--- config.mk ---
export PLATFORM = sky130hd
export DESIGN_NAME = simd_result_unpacker
export DESIGN_NICKNAME = d
export VERILOG_FILES = /design/src/rtl/pirdsp_simd_pkg.sv /design/src/rtl/simd_lane_extract.sv /design/src/rtl/simd_result_unpacker.sv
export SDC_FILE = /design/constraint.sdc
export NUM_CORES = 1
export LEC_CHECK = 0
export ABC_AREA = 1
export BUFFER_PORTS_ARGS = -buffer_cell sky130_fd_sc_hd__buf_2
export CORE_ASPECT_RATIO = 0.6
export CORE_MARGIN = 2
export CORE_UTILIZATION = 46
export CTS_CLUSTER_DIAMETER = 30
export DETAILED_ROUTE_END_ITERATION = 16
export GPL_TIMING_DRIVEN = 0
export HOLD_SLACK_MARGIN = 0.08
export PLACE_DENSITY = 0.61
export SETUP_SLACK_MARGIN = 0.15
export SLEW_MARGIN = 0
export SYNTH_ARGS = -nofsm -noshare
export SYNTH_HDL_FRONTEND = slang
export SYNTH_HIERARCHICAL = 1
export SYNTH_SLANG_ARGS = --single-unit
export TNS_END_PERCENT = 20
--- constraint.sdc ---
create_clock -name clk -period 10.7 [get_ports clk]
set_input_delay 0.535 -clock clk [delete_from_list [all_inputs] [get_ports clk]]
set_output_delay 0.535 -clock clk [all_outputs]
set_load 0.01 [all_outputs]
--- src/rtl/pirdsp_simd_pkg.sv ---
// pirdsp_simd_pkg: SIMD mode encodings, ALU segment boundaries and lane-count helper
package pirdsp_simd_pkg;

    typedef enum logic [1:0] {
        MODE_27X18   = 2'b00,
        MODE_SUM_9X9 = 2'b01,
        MODE_SUM_4X4 = 2'b10,
        MODE_SUM_2X2 = 2'b11
    } simd_mode_e;

    typedef enum logic {IDLE, EMIT} unpack_state_e;

    localparam int SEG_BOUND [10] = '{0, 13, 17, 23, 27, 31, 35, 41, 45, 48};

    function automatic logic [3:0] lane_count(input simd_mode_e m);
        return 4'd1 << m;
    endfunction

endpackage

--- src/rtl/simd_lane_extract.sv ---
// simd_lane_extract: slices one lane out of the packed word and folds its carry in.
// SIMD_UNPACK_OVF_CNT_EN adds the has_carry flag used by the overflow counter.
module simd_lane_extract
    import pirdsp_simd_pkg::*;
#(
    parameter int DATA_W = 48,
    parameter int OUT_W  = 50
) (
    input  logic              mode_ok,
    input  simd_mode_e        mode,
    input  logic [2:0]        lane,
    input  logic [DATA_W-1:0] s,
    input  logic [15:0]       carry,
    input  logic              cout,
    output logic [OUT_W-1:0]  data,
`ifdef SIMD_UNPACK_OVF_CNT_EN
    output logic              has_carry,
`endif
    output logic              last
);

    logic [3:0]       step;
    logic [3:0]       lo_idx;
    logic [3:0]       hi_idx;
    logic [3:0]       pair_idx;
    logic [5:0]       lo;
    logic [5:0]       w;
    logic [15:0]      pr;
    logic [1:0]       c;
    logic [OUT_W-1:0] mask;

    // Lane k of an n-lane mode spans segments [k*8/n, (k+1)*8/n); the last lane runs to the top bit
    always_comb begin
        step     = 4'd8 >> mode;
        last     = {1'b0, lane} == lane_count(mode) - 4'd1;
        lo_idx   = {1'b0, lane} * step;
        hi_idx   = lo_idx + step;
        pair_idx = hi_idx - 4'd1;
        lo       = 6'(SEG_BOUND[lo_idx]);
        w        = (last ? 6'(DATA_W) : 6'(SEG_BOUND[hi_idx])) - lo;
        pr       = carry >> {pair_idx, 1'b0};
        c        = last ? {1'b0, cout} : {1'b0, pr[1]} + {1'b0, pr[0]};
        mask     = {OUT_W{1'b1}} >> (OUT_W - int'(w));
        data     = mode_ok ? (OUT_W'(s >> lo) & mask) + (OUT_W'(c) << w) : '0;
    end

`ifdef SIMD_UNPACK_OVF_CNT_EN
    assign has_carry = |c;
`endif

endmodule

--- src/rtl/simd_result_unpacker.sv ---
// simd_result_unpacker: emits the lanes of a packed SIMD ALU result one per handshake, lane 0 first.
// SIMD_UNPACK_OVF_CNT_EN adds ovf_count, a saturating count of emitted lanes with non-zero carry.
module simd_result_unpacker
    import pirdsp_simd_pkg::*;
#(
    parameter int DATA_W = 48,
`ifdef SIMD_UNPACK_OVF_CNT_EN
    parameter int CNT_W  = 8,
`endif
    parameter int OUT_W  = 50
) (
    input  logic              clk,
    input  logic              reset,
    input  logic              in_valid,
    output logic              in_ready,
    input  logic [1:0]        in_use_simd,
    input  logic [DATA_W-1:0] in_s,
    input  logic [15:0]       in_carry,
    input  logic              in_cout,
    output logic              out_valid,
    input  logic              out_ready,
    output logic [OUT_W-1:0]  out_data,
    output logic [2:0]        out_lane,
`ifdef SIMD_UNPACK_OVF_CNT_EN
    output logic [CNT_W-1:0]  ovf_count,
`endif
    output logic              out_last
);

    unpack_state_e     state;
    unpack_state_e     state_n;
    logic [2:0]        lane;
    logic [2:0]        lane_n;
    simd_mode_e        mode_q;
    logic [DATA_W-1:0] s_q;
    logic [15:0]       carry_q;
    logic              cout_q;
    logic              ext_last;
    logic              accept;
    logic              lane_done;
`ifdef SIMD_UNPACK_OVF_CNT_EN
    logic              has_carry;
`endif

    simd_lane_extract #(.DATA_W(DATA_W), .OUT_W(OUT_W)) u_extract (
        .mode_ok   (out_valid),
        .mode      (mode_q),
        .lane      (lane),
        .s         (s_q),
        .carry     (carry_q),
        .cout      (cout_q),
        .data      (out_data),
`ifdef SIMD_UNPACK_OVF_CNT_EN
        .has_carry (has_carry),
`endif
        .last      (ext_last)
    );

    assign out_valid = state == EMIT;
    assign out_lane  = lane;
    assign out_last  = out_valid & ext_last;
    assign lane_done = out_valid & out_ready;
    // Accepting on the final lane lets the next word follow without a bubble
    assign in_ready  = (state == IDLE) | (out_last & out_ready);
    assign accept    = in_valid & in_ready;

    always_comb begin
        state_n = state;
        lane_n  = lane;
        if (accept) begin
            state_n = EMIT;
            lane_n  = '0;
        end else if (lane_done) begin
            state_n = ext_last ? IDLE : EMIT;
            lane_n  = ext_last ? '0 : lane + 3'd1;
        end
    end

    always_ff @(posedge clk or posedge reset) begin
        if (reset) begin
            state   <= IDLE;
            lane    <= '0;
            mode_q  <= MODE_27X18;
            s_q     <= '0;
            carry_q <= '0;
            cout_q  <= 1'b0;
        end else begin
            state <= state_n;
            lane  <= lane_n;
            if (accept) begin
                mode_q  <= simd_mode_e'(in_use_simd);
                s_q     <= in_s;
                carry_q <= in_carry;
                cout_q  <= in_cout;
            end
        end
    end

`ifdef SIMD_UNPACK_OVF_CNT_EN
    always_ff @(posedge clk or posedge reset) begin
        if (reset)
            ovf_count <= '0;
        else if (lane_done && has_carry && !(&ovf_count))
            ovf_count <= ovf_count + 1'b1;
    end
`endif

endmodule

== Word-level counts from Yosys, hierarchy flattened ==
Memory sizes are Yosys's and may differ from the RTL's.
Cells that the tools add are included.

* Flip-flop bits (word level): 71
* Bits in latches: 0
* Memory bits (writable): 0
* ROM bits: 1024
* Bits of input ports: 71
* Word-level logic and storage cells: 49
* Memories kept: 2

{| class="wikitable"
|+ Memory list
! memory !! depth !! bits a word !! read ports !! clocked after memory_dff !! write ports !! RTL line !! source
|-
| (name not given) || 16 || 32 || 1 || 0 || 0 || simd_lane_extract.sv:39 || <nowiki>lo = 6'(SEG_BOUND[lo_idx]);</nowiki>
|-
| (name not given) || 16 || 32 || 1 || 0 || 0 || simd_lane_extract.sv:40 || <nowiki>w = (last ? 6'(DATA_W) : 6'(SEG_BOUND[hi_idx])) - lo;</nowiki>
|}

* Add/sub/neg operators: 8
* Multiply operators: 1
* Divide/modulo/power cells: 0
* $lt $le $gt $ge: 2
* Eq/ne operators: 1
* Shift-type cells: 6
* Multiplexer cells: 13
* Bitwise logic cells: 9
* Reductions and logical operators: 1

{| class="wikitable"
|+ Operators by type and width
! operator !! number
|-
| $add 50x50->50 || 1
|-
| $and 50x50->50 || 1
|-
| $mux 50 || 1
|-
| $shl 2x6->50 || 1
|-
| $shr 48x6->50 || 1
|-
| $shr 50x32->50 const A || 1
|-
| $mux 6 || 5
|-
| $shr 16x5->2 || 1
|-
| $ge 5x5->1 const B || 2
|-
| $not 4->5 || 2
|-
| $mux 3 || 3
|-
| $sub 4x1->4 const B || 2
|-
| $sub 6x6->7 const A || 1
|-
| $sub 6x6->6 || 1
|-
| $add 4x4->4 || 1
|-
| $and 1x1->1 || 4
|-
| $eq 3x4->1 || 1
|-
| $mul 3x4->4 || 1
|-
| $shl 1x2->4 const A || 1
|-
| $shr 4x2->4 const A || 1
|-
| $add 3x1->3 const B || 1
|-
| $mux 1 || 3
|-
| $add 1x1->2 || 1
|-
| $mux 2 || 1
|-
| 3 further kinds || 3
|}

== Longest topological paths before layout ==
* Word-level depth: 14
* Mapped depth: 55

== Cells and area by module ==
Netlist, hierarchy kept.

{| class="wikitable"
|+ By module, submodules not included
! module !! times used !! cells an instance !! area each (um^2) !! sequential area each (um^2)
|-
| simd_lane_extract || 1 || 1755 || 8707.1 || 0.0
|-
| simd_result_unpacker || 1 || 324 || 2989.1 || 1776.7
|}

== Worst setup path after synthesis ==
No wires, ideal clock.

* Path kind: register to output
* Start: register mode_q[1]
* End: output out_data[34]
* Data arrival time: 7.178 ns
* Data required time: 10.165 ns
* Slack: 2.987 ns
* Stages on the path, launching flop included: 46
* Cells stage by stage: dfrtp_1 nand2_2 inv_1 ha_1 inv_1 fa_1 inv_1 ha_1 ha_1 a21oi_1 nand2_1 inv_1 nand2_2 nand2_1 nand2_2 nand2_4 o21ai_0 inv_1 [10 not listed] clkinv_1 nand2_1 o21ai_0 nor2_1 ha_1 inv_1 fa_1 nor2_1 nand2_1 nand2_1 a21oi_1 o21ai_0 inv_1 o21ai_0 a21oi_1 o21ai_0 o21ai_0 a21oi_1

* Word-level cells in the longest chain between the ends: 14

{| class="wikitable"
|+ RTL lines
! what !! RTL line !! source
|-
| start: declaration || simd_result_unpacker.sv:34 || <nowiki>simd_mode_e mode_q;</nowiki>
|-
| start signal: assignment || simd_result_unpacker.sv:91 || <nowiki>mode_q <= simd_mode_e'(in_use_simd);</nowiki>
|-
| $shr 4x2->4 || simd_lane_extract.sv:34 || <nowiki>step = 4'd8 >> mode;</nowiki>
|-
| $mul 3x4->4 || simd_lane_extract.sv:36 || <nowiki>lo_idx = {1'b0, lane} * step;</nowiki>
|-
| $add 4x4->4 || simd_lane_extract.sv:37 || <nowiki>hi_idx = lo_idx + step;</nowiki>
|-
| $not 4->5 (not written as such) || simd_lane_extract.sv:40 ||
|-
| $mem_v2 16x32 || - ||
|-
| $mux 6 (not written as such) (2 in series) || simd_lane_extract.sv:40 ||
|-
| $mux 6 || simd_lane_extract.sv:40 ||
|-
| $sub 6x6->6 || simd_lane_extract.sv:40 ||
|-
| $sub 6x6->7 || simd_lane_extract.sv:43 || <nowiki>mask = {OUT_W{1'b1}} >> (OUT_W - int'(w));</nowiki>
|-
| $shr 50x32->50 || simd_lane_extract.sv:43 ||
|-
| $and 50x50->50 || simd_lane_extract.sv:44 || <nowiki>data = mode_ok ? (OUT_W'(s >> lo) & mask) + (OUT_W'(c) << w) : '0;</nowiki>
|-
| $add 50x50->50 * || simd_lane_extract.sv:44 ||
|-
| $mux 50 * || simd_lane_extract.sv:44 ||
|-
| end: declaration || simd_result_unpacker.sv:22 || <nowiki>output logic [OUT_W-1:0] out_data,</nowiki>
|}

Every way passes the cells marked *; elsewhere a longest branch is shown, timed or not. The select of a mux whose other input is x is not followed.

== Final worst setup path ==
Same ends and word-level chain as after synthesis.

==> summary.md <==
| Metric | Value |
|---|---|
| Final setup violating endpoints | `0` |
| Die Height | `about 130 µm` |
| Final worst hold slack | `roughly 0.37 ns` |
| Wire length of the first global-routing pass | `82450 µm` |
| 1st-pass router iterations | `6` |
| Library cell used as clock root buffer | `clkbuf_16` |
| Max Freq | `0.09860 GHz` |
| Die Area | `approximately 0.027 mm²` |
| Boundary pin count | `127` |
| Post-detail-place hpwl | `46550 µm` |
| Synthesized instance count | `just over 2000` |
| Gp weighted congestion | `approximately 1.2` |
| Most common library cell in the layout ignoring fill and taps | `nand2_1` |
| Top area cells in the synthesized netlist | `nand2_1, dfrtp_1, nand3_1, ha_1, nor2_1` |
| Total wire length | `between 50000 and 60000 µm` |
| Aggregate global-route resource usage | `40.84%` |
| Flops & latches, synth | `71` |
| H-tree depth | `3` |
| Total via count in the routed design | `15640` |
| Largest net degree at the start of global routing | `72` |
| Synth-to-layout area growth | `11.98%` |
| Routed wirelength normalized by instance count | `about 22 µm` |
| Max stage delay cell, worst path | `fa_1` |
| Clock tree from TritonCTS | `built` |
| Vias/cell | `6.132` |
| Post-synth top flop | `dfrtp_1` |
| CP Data Required Time | `10.17 ns` |
| Total of buffers placed on input and output ports | `about 130` |
| Critical Path Max Stage Delay | `0.53 ns` |
| Share of the yosys chip area belonging to registers | `between 15 and 20%` |
| Post-Route Skew | `0.004288 ns` |
| Iteration-0 DRC count of the detailed router | `2339` |
| Post-synth cell types | `57` |
| Top cell type by total area after synthesis | `nand2_1` |
| Effective utilization at floorplan | `46.58%` |
| Unrepaired setup endpoints after global routing | `false` |
| Transition at the pin with the smallest max-transition slack | `1.191 ns` |
| Count of maximum capacitance violations | `0` |
| Setup fix buffers added after clock tree synthesis | `0` |
| Post-route clock period utilization | `a little over nine tenths` |
| Number of nets produced by synthesis | `2226` |
| Antenna Violating Nets Remaining | `0` |
| Most used cells in the layout excluding fill and tap cells | `nand2_1, nand3_1, nor2_1` |
| Core area | `0.02511 mm²` |
| Share of final-layout standard cells stronger than drive strength 1 | `12.52%` |
| Max clock buf depth | `2` |
| Setup Crit Path Kind | `reg -> out` |
| Number of enable-type register cells in the synthesized netlist | `0` |
| Clk sink count | `71` |
| Number of buffers created by CTS | `9` |
| Average instance area after synthesis | `5.626 µm²` |
| Worst path most repeated cell | `nand2_1` |
| Min cycle time layout | `10.14 ns` |
| Vias in the first global route | `13550` |
| Final count of pins violating max slew | `0` |
| Initial antenna violation count | `2` |
| Row Count | `45` |
| Clk pin slew, worst setup/hold paths | `approximately 0.06 ns` |
| Fraction of registers with async set or reset after synthesis | `100.0%` |
| Width of the die | `209.9 µm` |
| Clock latency on the worst-skew pair | `roughly 0.34 ns` |
| Run status | `completed` |
| Grt total ovfl | `0` |
| Worst hold path class | `in -> async` |
| Largest driver fanout on the critical path | `10` |
| Total negative slack | `0 ns` |
| Number of nets in the layout | `2362` |
| Share of the synthesized area in the top cell type | `between 20% and 30%` |
| Max-slew headroom | `19.76%` |
| DRC Markers | `0` |
| Arrival @ worst endpoint | `9.61 ns` |
| Critical path launch point type | `flip-flop` |
| Synthesized area | `~0.012 mm²` |
| Hold Vio Cnt, Final | `0` |
| Number of warning messages in the yosys log | `6` |
| Critical path capture point type | `output port` |
==> state kept, by name, indices dropped and copies added, names as in the netlist <==
register   flops
out_valid      1
s_q           48
mode_q         2
cout_q         1
out_lane       3
carry_q       16
==> critical path: cells and delay by family (launching register included) <==
family,cells,cell delay [ns]
adders and majority gates,8,2.82
AOI/OAI and AO/OA,10,1.99
buffers and inverters,10,1.20
DFF,1,0.50
and+or+nand+nor,18,2.72
==> cell type report <==
cell class	count	area, µm²
Fill cell	2656	12010
Multi-Input combinational cell	1715	8675
Buffer	95	526.8
Antenna cell	1	2.502
Timing Repair Buffer	125	625.6
Tap cell	329	411.6
Inverter	198	748.2
Clock inverter	5	78.83
Clock buffer	11	252.7
Sequential cell	71	1777
==> metrics by stage <==
| step | std cells | area, µm² | util, % | worst slack, ns |
|---|---|---|---|---|
| finish | 2550 | 13100 | 52.16 | 0.5576 |
| global route | 2549 | 13100 | 52.15 | 0.1788 |
| CTS | 2549 | 13070 | 52.04 | 0.3173 |
| detailed placement | 2533 | 12740 | 50.72 | 0.4426 |
| global placement | 2533 | 12730 | 50.71 | 0.5002 |
| floorplan | 2079 | 11700 | - | 2.987 |
==> repair_timing <==
action | 4_1_cts | 5_1_grt
cloned | 0 | 0
pin swaps | 0 | 0
hold buffers | 0 | 0
gates resized for setup | 1 | 9
setup endpoints to repair | 2 | 17
==> cell usage after synthesis (5+ instances only) <==
cell and number:
clkbuf_1 34, dfrtp_1 71, nand2_2 12, nor4_1 11, inv_2 10, buf_4 9
nand3_2 16, a21oi_1 127, buf_1 7, ha_1 72, o21ai_0 105, nand2_1 663
xor2_1 11, nor3_2 5, a21o_1 9, nand4_1 21, buf_2 33, nand2_4 8
o211ai_1 9, nor3_1 15, o21a_1 11, nor2_1 200, a31oi_1 13, or2_2 6
buf_6 11, inv_1 183, nand3_1 338, o21ai_1 17
==> kinds of logic (layout without fill, tap and decap cells) <==
kind of cell / after synthesis / in the layout / share of synthesized area, %
and+or+nand+nor: 1312 / 1312 / 49.48
other: 0 / 1 / 0
xor gates and xnor gates: 14 / 14 / 1.177
AOI/OAI and AO/OA: 313 / 313 / 14.90
buffers and inverters: 293 / 434 / 10.87
DFF: 71 / 71 / 15.19
adders and majority gates: 76 / 76 / 8.387
==> per-layer routing <==
| metal | track usage [%] | routed length, µm |
|---|---|---|
| met2 | 46.12 | 17720 |
| met5 | 3.267 | 131 |
| met1 | 66.67 | 26450 |
| met4 | 3.087 | 334 |
| met3 | 19.67 | 10310 |
==> final timing paths <==
path / from / slack, ns / cells after the start / to
max in group asynchronous: reset / 9.74 / 2 / mode_q[0]
hold / removal: reset / 0.37 / 2 / s_q[17]
hold reg to reg: carry_q[10] / 0.48 / 2 / carry_q[10]
min in group clk: in_s[14] / 0.42 / 3 / s_q[14]
setup / recovery: mode_q[1] / 0.56 / 46 / out_data[34]
setup reg to reg: mode_q[1] / 8.23 / 12 / s_q[4]
Power is not shown: default switching activity piles up to over one toggle a cycle in this logic, so the estimate is an artifact.
